--- config.mk ---
export PLATFORM = sky130hd
export DESIGN_NAME = rs_latch_bank
export DESIGN_NICKNAME = d
export VERILOG_FILES = /design/src/rtl/rs_latch_pkg.sv /design/src/rtl/rs_latch_cell.sv /design/src/rtl/rs_latch_bank.sv
export SDC_FILE = /design/constraint.sdc
export NUM_CORES = 1
export LEC_CHECK = 0
export ABC_CLOCK_PERIOD_IN_PS = 3100
export CORE_MARGIN = 1
export CORE_UTILIZATION = 45
export CTS_BUF_LIST = sky130_fd_sc_hd__clkbuf_2
export CTS_CLUSTER_DIAMETER = 40
export DETAILED_ROUTE_END_ITERATION = 8
export PLACE_DENSITY = 0.95
export SYNTH_ARGS = -nofsm -noshare
export SYNTH_HDL_FRONTEND = slang
export SYNTH_SLANG_ARGS = --single-unit
--- constraint.sdc ---
create_clock -name clk -period 3.1 [get_ports clk]
set_input_delay 0.62 -clock clk [delete_from_list [all_inputs] [get_ports clk]]
set_output_delay 0.62 -clock clk [all_outputs]
set_load 0.03 [all_outputs]
--- src/rtl/rs_latch_pkg.sv ---
// Shared definitions for the RS latch bank: conflict-resolution mode codes and
// the per-channel next-state function used by every latch cell.
package rs_latch_pkg;

    localparam logic [1:0] MODE_HOLD    = 2'd0;
    localparam logic [1:0] MODE_RST_DOM = 2'd1;
    localparam logic [1:0] MODE_SET_DOM = 2'd2;
    localparam logic [1:0] MODE_TOGGLE  = 2'd3;

    // s=r=1 is resolved by the mode instead of producing the classic forbidden state.
    function automatic logic next_q(
        input logic       q,
        input logic       s,
        input logic       r,
        input logic       en,
        input logic [1:0] mode
    );
        logic nxt;
        nxt = q;
        if (en) begin
            case ({s, r})
                2'b10:   nxt = 1'b1;
                2'b01:   nxt = 1'b0;
                2'b11: begin
                    case (mode)
                        MODE_HOLD:    nxt = q;
                        MODE_RST_DOM: nxt = 1'b0;
                        MODE_SET_DOM: nxt = 1'b1;
                        default:      nxt = ~q;
                    endcase
                end
                default: nxt = q;
            endcase
        end
        return nxt;
    endfunction

endpackage

--- src/rtl/rs_latch_cell.sv ---
// Single-channel registered RS latch with complement output and a conflict
// indicator (s, r and en all high) for the bank's status logic.
module rs_latch_cell
    import rs_latch_pkg::*;
#(
    parameter logic [1:0] MODE = MODE_RST_DOM,
    parameter logic       INIT = 1'b0
) (
    input  logic clk,
    input  logic rst,
    input  logic s,
    input  logic r,
    input  logic en,
    output logic q,
    output logic nq,
    output logic hit
);

    logic q_q;
    logic q_d;

    always_comb begin
        q_d = next_q(q_q, s, r, en, MODE);
    end

    always_ff @(posedge clk or posedge rst) begin
        if (rst) begin
            q_q <= INIT;
        end else begin
            q_q <= q_d;
        end
    end

    // nq is a pure inverter of the state flop, so it can never disagree with q.
    assign q   = q_q;
    assign nq  = ~q_q;
    assign hit = en & s & r;

endmodule

--- src/rtl/rs_latch_bank.sv ---
// Bank of CH clocked RS latches with mode-based conflict resolution, sticky
// conflict flags and a saturating conflict counter. Optional input
// synchronisers are built when RS_LATCH_BANK_SYNC_EN is defined.
module rs_latch_bank
    import rs_latch_pkg::*;
#(
    parameter int            CH    = 4,
    parameter int            MODE  = 1,
    parameter int            CNT_W = 8,
    parameter logic [CH-1:0] INIT  = '0
) (
    input  logic             clk,
    input  logic             rst,
    input  logic [CH-1:0]    r,
    input  logic [CH-1:0]    s,
    input  logic [CH-1:0]    en,
    input  logic             clr_conf,
    output logic [CH-1:0]    q,
    output logic [CH-1:0]    nq,
    output logic [CH-1:0]    conf_flag,
    output logic [CNT_W-1:0] conf_cnt,
    output logic             any_conf
);

    localparam logic [1:0]       MODE_SEL = 2'(MODE);
    localparam logic [CNT_W-1:0] CNT_MAX  = '1;

    logic [CH-1:0] sEff;
    logic [CH-1:0] rEff;
    logic [CH-1:0] enEff;
    logic [CH-1:0] hit;

`ifdef RS_LATCH_BANK_SYNC_EN
    logic [CH-1:0] sMeta_q;
    logic [CH-1:0] sSync_q;
    logic [CH-1:0] rMeta_q;
    logic [CH-1:0] rSync_q;
    logic [CH-1:0] enMeta_q;
    logic [CH-1:0] enSync_q;

    // Two-flop synchronisers for requests arriving from other clock domains.
    always_ff @(posedge clk or posedge rst) begin
        if (rst) begin
            sMeta_q  <= '0;
            sSync_q  <= '0;
            rMeta_q  <= '0;
            rSync_q  <= '0;
            enMeta_q <= '0;
            enSync_q <= '0;
        end else begin
            sMeta_q  <= s;
            sSync_q  <= sMeta_q;
            rMeta_q  <= r;
            rSync_q  <= rMeta_q;
            enMeta_q <= en;
            enSync_q <= enMeta_q;
        end
    end

    assign sEff  = sSync_q;
    assign rEff  = rSync_q;
    assign enEff = enSync_q;
`else
    assign sEff  = s;
    assign rEff  = r;
    assign enEff = en;
`endif

    for (genvar g = 0; g < CH; g++) begin : gCell
        rs_latch_cell #(
            .MODE (MODE_SEL),
            .INIT (INIT[g])
        ) uCell (
            .clk (clk),
            .rst (rst),
            .s   (sEff[g]),
            .r   (rEff[g]),
            .en  (enEff[g]),
            .q   (q[g]),
            .nq  (nq[g]),
            .hit (hit[g])
        );
    end

    logic [CH-1:0]    confFlag_q;
    logic [CH-1:0]    confFlag_d;
    logic [CNT_W-1:0] confCnt_q;
    logic [CNT_W-1:0] confCnt_d;

    // A clear wins over any conflict seen on the same edge.
    always_comb begin
        confFlag_d = confFlag_q | hit;
        confCnt_d  = confCnt_q;
        if ((|hit) && (confCnt_q != CNT_MAX)) begin
            confCnt_d = confCnt_q + 1'b1;
        end
        if (clr_conf) begin
            confFlag_d = '0;
            confCnt_d  = '0;
        end
    end

    always_ff @(posedge clk or posedge rst) begin
        if (rst) begin
            confFlag_q <= '0;
            confCnt_q  <= '0;
        end else begin
            confFlag_q <= confFlag_d;
            confCnt_q  <= confCnt_d;
        end
    end

    assign conf_flag = confFlag_q;
    assign conf_cnt  = confCnt_q;
    assign any_conf  = |confFlag_q;

endmodule
## After elaboration in Yosys (flattened, before gate mapping)

Index checks and enable logic that the tools add are counted.

- Register bits after elaboration: 16
- Bits in latches: 0
- Memory bits (writable): 0
- Memory bits (read-only): 0
- Output and inout bits: 21
- Memories kept: 0

- Add/subtract/negate cells: 1
- Multipliers: 0
- Div/mod/pow operators: 0
- Magnitude comparators: 0
- Eq/ne operators: 13
- Shifts and indexed selects: 0
- Muxes and demuxes: 7
- Bitwise logic cells: 13
- Reduce and logical (&&, ||, !) cells: 16

Operator list:

| kind | number |
|---|---|
| $eq A2 B2 Y1 const B | 8 |
| $mux W8 | 2 |
| $reduce_bool A2 Y1 | 5 |
| $add A8 B1 Y8 const B | 1 |
| $and A1 B1 Y1 | 8 |
| $eq A2 B1 Y1 const B | 4 |
| $ne A8 B8 Y1 const B | 1 |
| $pmux W1 S2 | 4 |
| $reduce_and A2 Y1 | 4 |
| $reduce_or A2 Y1 | 4 |
| $reduce_or A4 Y1 | 2 |
| $mux W4 | 1 |
| $not A1 Y1 | 4 |
| $or A4 B4 Y4 | 1 |
| $logic_and A1 B1 Y1 | 1 |

## Longest topological paths before layout

Gate-level depths: netlist of run 1.

- Word-level depth: 6
- Depth in mapped cells: 5

## Cells and area by module

A second synthesis of run 1 with hierarchy kept.

- Cell total of the unflattened synthesis: 79
- Area total of the unflattened synthesis: 793.3 um^2

By module, submodules not included:

| module | times used | cells each | area each (um^2) | sequential area each (um^2) |
|---|---|---|---|---|
| rs_latch_bank | 1 | 55 | 593.1 | 300.3 |
| rs_latch_cell | 4 | 6 | 50.0 | 25.0 |

## Least setup slack after synthesis of run 1

OpenSTA, ideal clock, no wires.

- Path kind: register to register
- Start: register confCnt_q[0] (netlist: conf_cnt[0])
- End: register confCnt_q[7] (netlist: conf_cnt[7])
- Library setup time: 0.125 ns
- Arrival: 1.546 ns
- Setup slack: 1.429 ns
- Stages on the path, launching flop included: 6
- Buffers on the path: 0
- Path through: dfrtp_1 ha_1 nand3_1 o21ai_1 nor3_1 mux2_2

- Word-level cells in the longest chain between the ends: 3
- Elaborated cells on any way between the ends: 6
- Classes of those cells: 1 x add/sub; 1 x eq/ne; 2 x mux; 2 x reduce/logical

RTL lines:

| what | line | source |
|---|---|---|
| from (decl) | rs_latch_bank.sv:87 | `logic [CNT_W-1:0] confCnt_q;` |
| from (signal assigned) | rs_latch_bank.sv:109 | `confCnt_q <= confCnt_d;` |
| $add A8 B1 Y8 / $ne A8 B8 Y1 (equally long branches) | rs_latch_bank.sv:95, rs_latch_bank.sv:94 |  |
| $mux W8 / $logic_and A1 B1 Y1 (equally long branches) | rs_latch_bank.sv:94 | `if ((\|hit) && (confCnt_q != CNT_MAX)) begin` |
| $mux W8 / $reduce_bool A2 Y1 (equally long branches) | - |  |

Several ways; a longest one is shown, not always the timed one. The select of a mux whose other input is x is not followed.
A chain may end at the register's enable or synchronous reset.

## Worst setup path in the final report of run 1

- Start: register confFlag_q[0] (netlist: conf_flag[0])
- End: output any_conf

- Word-level cells in the longest chain between the ends: 1

RTL lines:

| what | line | source |
|---|---|---|
| from (decl) | rs_latch_bank.sv:85 | `logic [CH-1:0] confFlag_q;` |
| from (signal assigned) | rs_latch_bank.sv:108 | `confFlag_q <= confFlag_d;` |
| $reduce_or A4 Y1 | rs_latch_bank.sv:115 | `assign any_conf = \|confFlag_q;` |
| to (decl) | rs_latch_bank.sv:22 | `output logic any_conf` |

Every way passes these cells.

==> impl_metrics.csv, run 1 <==
group,metric,value,unit
yosys,syn_inst,90,
outcome,status,"finished, final reports clean",
clocking,ctsHoldBuffers,0,
clocking,cts.reportedPaths.clkPinSlew,0.15,ns
drt,via_count,768,
yosys,syn_nets,106,
hold_path,hold_path_class,"flip-flop to flip-flop",
sta,tns,0,ns
yosys,ys_seq_area_share,47.8,%
yosys,yosys.area.top_type,"dfrtp_1",
cells_and_area,post-route-util,67.3,%
sta,finalCritPeriodShare,67.5,%
yosys,synth.ff_latch_count,16,
pwr,power_leakage,0.486,nW
sta,drv_slew,0,
sta,setup_violations,0,
sta,rsz0062_at_grt,"no",
floorplan,rows,15,
cells_and_area,final_nets,136,
floorplan,start_util,48.5,%
grt,grt-ovfl-total,0,
yosys,synth_top_area_share,47.8,%
yosys,synth.area.top_cells,"dfrtp_1, a21oi_1, buf_4, inv_1, mux2_2",
setup_path,cp.arrival,1.47,ns
setup_path,critPathCaptureType,"primary output",
floorplan,design.portCount,36,
sta,hold_violations,0,
sta,min_period,2.09,ns
floorplan,die_h,45.1,um
drt,vias_per_cell,5.33,
grt,antenna_found_initial,0,
floorplan,dieWidth,45.1,um
pwr,power.density,392,nW/um2
yosys,ys_warn_count,0,
pwr,peakVddDrop,0.000266,V
cells_and_area,antennaDiodeCount,0,
sta,timing.final.ws_setup,1.01,ns
clocking,clk_latency,0.28,ns
drt,routed_wirelength,1.84,mm
yosys,synth_area,837,um2
drt,drtIter0Drc,30,
sta,tightest_slew,0.600,ns
cells_and_area,fillers,134,
setup_path,worstPathMaxFanout,2,
drt,drc,0,
setup_path,crit_type,"flip-flop to primary output",
clocking,cts_setup_buffers,0,
setup_path,cp_slowest_stage_delay,0.68,ns
clocking,htreeDepth,1,
cells_and_area,area_delta_synth_final,38.9,%
drt,drtPass1Iterations,4,
placement,io_buffer_count,35,
cells_and_area,drive_above_1_share,5.88,%
grt,grt_pass1_wl,2.96,mm
clocking,cts_resized,0,
yosys,syn-mean-instance-area,9.30,um2
clocking,clockBufferDepth,2,
cells_and_area,layout_commonest_cell,"clkdlybuf4s50_1",
yosys,synth_cell_types,25,
drt,routedWlPerCell,12.8,um
cells_and_area,final_cell_mix,"clkdlybuf4s50_1, a21oi_1, dfrtp_1",
clocking,clock-sinks,16,
clocking,cts_root_buf,"clkbuf_2",
grt,grt_pass1_vias,708,
drt,ant_nets,0,
sta,clock.fmax,478,MHz
flow_run,drv_cap,0,
clocking,cts_tree,"yes",
sta,skew,0.00326,ns
sta,slew_headroom,59.9,%
setup_path,critPathRequiredTime,2.48,ns
grt,grt.total_usage,19.9,%
placement,pre_cts_ws,0.883,ns
floorplan,die_area,2040,um2
placement,gp_congestion,0.808,
floorplan,coreArea,1730,um2
placement,dp_hpwl,1.46,mm
grt,grt_max_degree,17,
setup_path,cp-start-kind,"flip-flop",
setup_path,crit_path_cell_trace,"inv_1 -> nand4_1 -> clkdlybuf4s50_1",
clocking,numCtsBuffers,3,
setup_path,cp_slowest_cell,"clkdlybuf4s50_1",
## power breakdown
group | switching, mW | internal [mW] | total [mW]
clock network | 0.0633 | 0.0281 | 0.0914
registers | 0.00849 | 0.220 | 0.228
logic | 0.0756 | 0.0599 | 0.136
## registers in the layout, summed over array words and instances (netlist names)
name / cells
conf_cnt: 8
conf_flag: 4
gCell.uCell.q: 4
## per-layer routing
layer,global-route usage [%],vias to the layer above,share of wire [%]
li1,-,364,-
met1,24.9,367,40
met2,33.9,31,52
met3,4.00,6,7.2
met4,7.27,0,1.1
met5,0,-,0
## cell type report
class / instances / area, um2 / area share (%)
clock buffers: 3 / 15.0 / 1.29
clock inverters: 1 / 3.75 / 0.323
inverters: 11 / 41.3 / 3.55
multi-input cells: 53 / 320 / 27.6
flip-flops and latches: 16 / 400 / 34.4
well taps: 25 / 31.3 / 2.69
repair buffers: 35 / 350 / 30.1
## kinds of logic (layout without fill, tap and decap cells)
family | Yosys count | in the layout | synth area share [%]
compound gates | 23 | 23 | 15.4
fa+ha+maj | 1 | 1 | 1.49
buf+inv | 21 | 50 | 13.9
flops | 16 | 16 | 47.8
mux | 3 | 3 | 3.89
simple gates | 26 | 26 | 17.5
## worst max-delay path, delay by kind of cell (launching register included)
family / cells / cell delay, ns
flops: 1 / 0.37
buf+inv: 2 / 0.74
simple gates: 1 / 0.08
## synthesized netlist by cell type, drive strengths merged
library cell / count
inv: 11
a21oi: 16
mux2: 2
clkbuf: 1
o41ai: 2
and4: 1
ha: 1
nand4: 3
nand2: 4
o21ai: 3
or3: 2
nor3: 2
buf: 9
dfrtp: 16
nand3: 5
or4: 2
mux2i: 1
nor2b: 2
o311ai: 1
and3: 1
nor2: 4
o31ai: 1
## final timing paths
| kind | startpoint | endpoint | slack (ns) | cells after the start |
|---|---|---|---|---|
| setup reg to reg | conf_cnt[0] | conf_cnt[7] | 1.39 | 5 |
| min in group asynchronous | rst | conf_cnt[7] | 0.69 | 2 |
| hold / removal | conf_flag[3] | conf_flag[3] | 0.55 | 2 |
| setup / recovery | conf_flag[0] | any_conf | 1.01 | 3 |
| hold reg to reg | conf_flag[3] | conf_flag[3] | 0.55 | 2 |
| max in group asynchronous | rst | gCell[1].uCell.q | 2.02 | 2 |
## per-stage QoR
| stage | hold slack (ns) | cells | cell area [um2] | total power, mW |
|---|---|---|---|---|
| global placement | 0.526 | 140 | 1140 | 0.364 |
| CTS | 0.553 | 144 | 1160 | 0.458 |
| global route | 0.572 | 144 | 1160 | 0.476 |
| detailed placement | 0.533 | 140 | 1140 | 0.368 |
| floorplan | 0.513 | 90 | 837 | 0.321 |
| finish | 0.548 | 144 | 1160 | 0.455 |
Power figures use the tool's default switching activity.
==> run 2, diff against run 1 <==
ABC_CLOCK_PERIOD_IN_PS = 1900   (was 3100)
CORE_UTILIZATION = 39   (was 45)
PLACE_DENSITY = 0.89   (was 0.95)
clock period = 1.9 ns   (was 3.1 ns; I/O delays follow)
==> run 2 against run 1 <==
  * Clock skew about the same
  * Sequential share of layout area down 1.5 points
  * Die area up 15%
  * Power up 67%
  * Critical endpoint is now nq[0]
==> impl_metrics.csv, run 2 (same netlist as run 1, synthesis figures left out) <==
group,metric,value,unit
pwr,power,0.759,mW
clocking,cts_resized,0,
grt,grt.total_usage,18.2,%
setup_path,critPathRequiredTime,1.52,ns
sta,min_period,1.82,ns
drt,routed_wirelength,1.91,mm
floorplan,coreArea,1980,um2
setup_path,crit_path_cell_trace,"inv_1 -> clkdlybuf4s50_1",
grt,grt_max_degree,17,
pwr,p_switching,0.250,mW
sta,tns,0,ns
clocking,cts_root_buf,"clkbuf_2",
sta,hold_violations,0,
setup_path,critPathCaptureType,"primary output",
floorplan,design.portCount,36,
drt,drtIter0Drc,14,
cells_and_area,layout_commonest_cell,"clkdlybuf4s50_1",
clocking,cts.reportedPaths.clkPinSlew,0.15,ns
floorplan,die_h,48.3,um
drt,via_count,783,
pwr,clkPwrFrac,20.7,%
clocking,clk_latency,0.31,ns
sta,setup_violations,0,
clocking,htreeDepth,1,
sta,finalCritPeriodShare,95.8,%
grt,grt_pass1_wl,3.24,mm
pwr,power.density,625,nW/um2
grt,grt-ovfl-total,0,
cells_and_area,antennaDiodeCount,0,
cells_and_area,area_delta_synth_final,45.1,%
sta,drv_slew,0,
pwr,intPower,0.509,mW
clocking,clock-sinks,16,
sta,clock.fmax,550,MHz
cells_and_area,fillers,158,
drt,vias_per_cell,5.19,
placement,io_buffer_count,35,
sta,slew_headroom,60.9,%
drt,routedWlPerCell,12.6,um
setup_path,cp-start-kind,"flip-flop",
pwr,p_seq_share,49.1,%
clocking,cts_setup_buffers,0,
setup_path,cp_slowest_cell,"clkdlybuf4s50_1",
placement,gp_congestion,0.765,
outcome,status,"finished, final reports clean",
sta,skew,0.00287,ns
drt,drc,0,
sta,rsz0062_at_grt,"no",
placement,dp_hpwl,1.52,mm
grt,grt_pass1_vias,760,
setup_path,crit_type,"flip-flop to primary output",
clocking,cts_tree,"yes",
floorplan,dieWidth,48.3,um
clocking,ctsHoldBuffers,0,
cells_and_area,drive_above_1_share,9.68,%
floorplan,rows,16,
floorplan,die_area,2340,um2
pwr,peakVddDrop,0.000337,V
cells_and_area,final_cell_mix,"clkdlybuf4s50_1, a21oi_1, dfrtp_1",
cells_and_area,final_nets,141,
cells_and_area,largest_reg_flops,8,
grt,antenna_found_initial,0,
flow_run,drv_cap,0,
drt,ant_nets,0,
setup_path,cp.arrival,1.44,ns
pwr,swShare,32.9,%
pwr,combPwrFrac,30.3,%
clocking,clockBufferDepth,2,
floorplan,start_util,42.2,%
drt,drtPass1Iterations,4,
sta,tightest_slew,0.586,ns
setup_path,cp_slowest_stage_delay,0.66,ns
hold_path,hold_path_class,"primary input to async pin",
setup_path,worstPathMaxFanout,3,
clocking,numCtsBuffers,3,
pwr,power_leakage,0.585,nW
run 2: worst paths after layout:
path / from / endpoint / slack, ns / cells past startpoint
max: gCell[0].uCell.q / nq[0] / 0.08 / 2
min: rst / conf_cnt[3] / 0.42 / 2
min reg2reg: conf_cnt[2] / conf_cnt[2] / 0.54 / 1
min in group clk: conf_cnt[2] / conf_cnt[2] / 0.54 / 1
max reg2reg: conf_cnt[0] / conf_cnt[7] / 0.19 / 5
max in group asynchronous: rst / conf_flag[3] / 1.11 / 2
run 2: worst max-delay path: cells and delay by family (launching register included):
kind | cells | cell delay, ns
buf+inv | 2 | 0.72
flops | 1 | 0.42
run 2: final cells by class:
cell class | count | area, um2 | area share (%)
flip-flops and latches | 16 | 400 | 33.0
repair buffers | 40 | 400 | 33.0
multi-input cells | 53 | 320 | 26.4
inverters | 11 | 41.3 | 3.40
well taps | 27 | 33.8 | 2.78
clock buffers | 3 | 15.0 | 1.24
clock inverters | 1 | 3.75 | 0.309
run 2: power groups by stage:
stage | clock (mW) | sequential (mW) | combinational [mW]
floorplan | 0 | 0.395 | 0.129
global placement | 0 | 0.378 | 0.225
detailed placement | 0 | 0.379 | 0.232
CTS | 0.165 | 0.373 | 0.233
global route | 0.180 | 0.375 | 0.245
finish | 0.157 | 0.372 | 0.230
run 2: metrics by stage:
stage,setup slack (ns),hold slack [ns],area (um2),std cells,util [%]
4_1_cts,0.0176,0.427,1200,151,60.7
2_1_floorplan,0.229,0.294,837,90,-
3_3_place_gp,-0.00607,0.522,1180,147,59.7
3_5_place_dp,-0.0748,0.530,1180,147,59.7
6_report,0.0803,0.416,1210,151,61.3
5_1_grt,0.0114,0.473,1210,151,61.3
run 2: per-layer routing:
metal / track usage (%) / vias up / wire [um]
li1: - / 376 / -
met2: 33.3 / 34 / 1040
met3: 3.77 / 3 / 91
met5: 0 / - / 0
met1: 20.0 / 370 / 740
met4: 8.82 / 0 / 35
==> run 3, diff against run 2 <==
CTS_CLUSTER_SIZE = 20   (was not set)
==> results of run 3 <==
No change in the layout: final DEF, timing and power equal those of run 2.
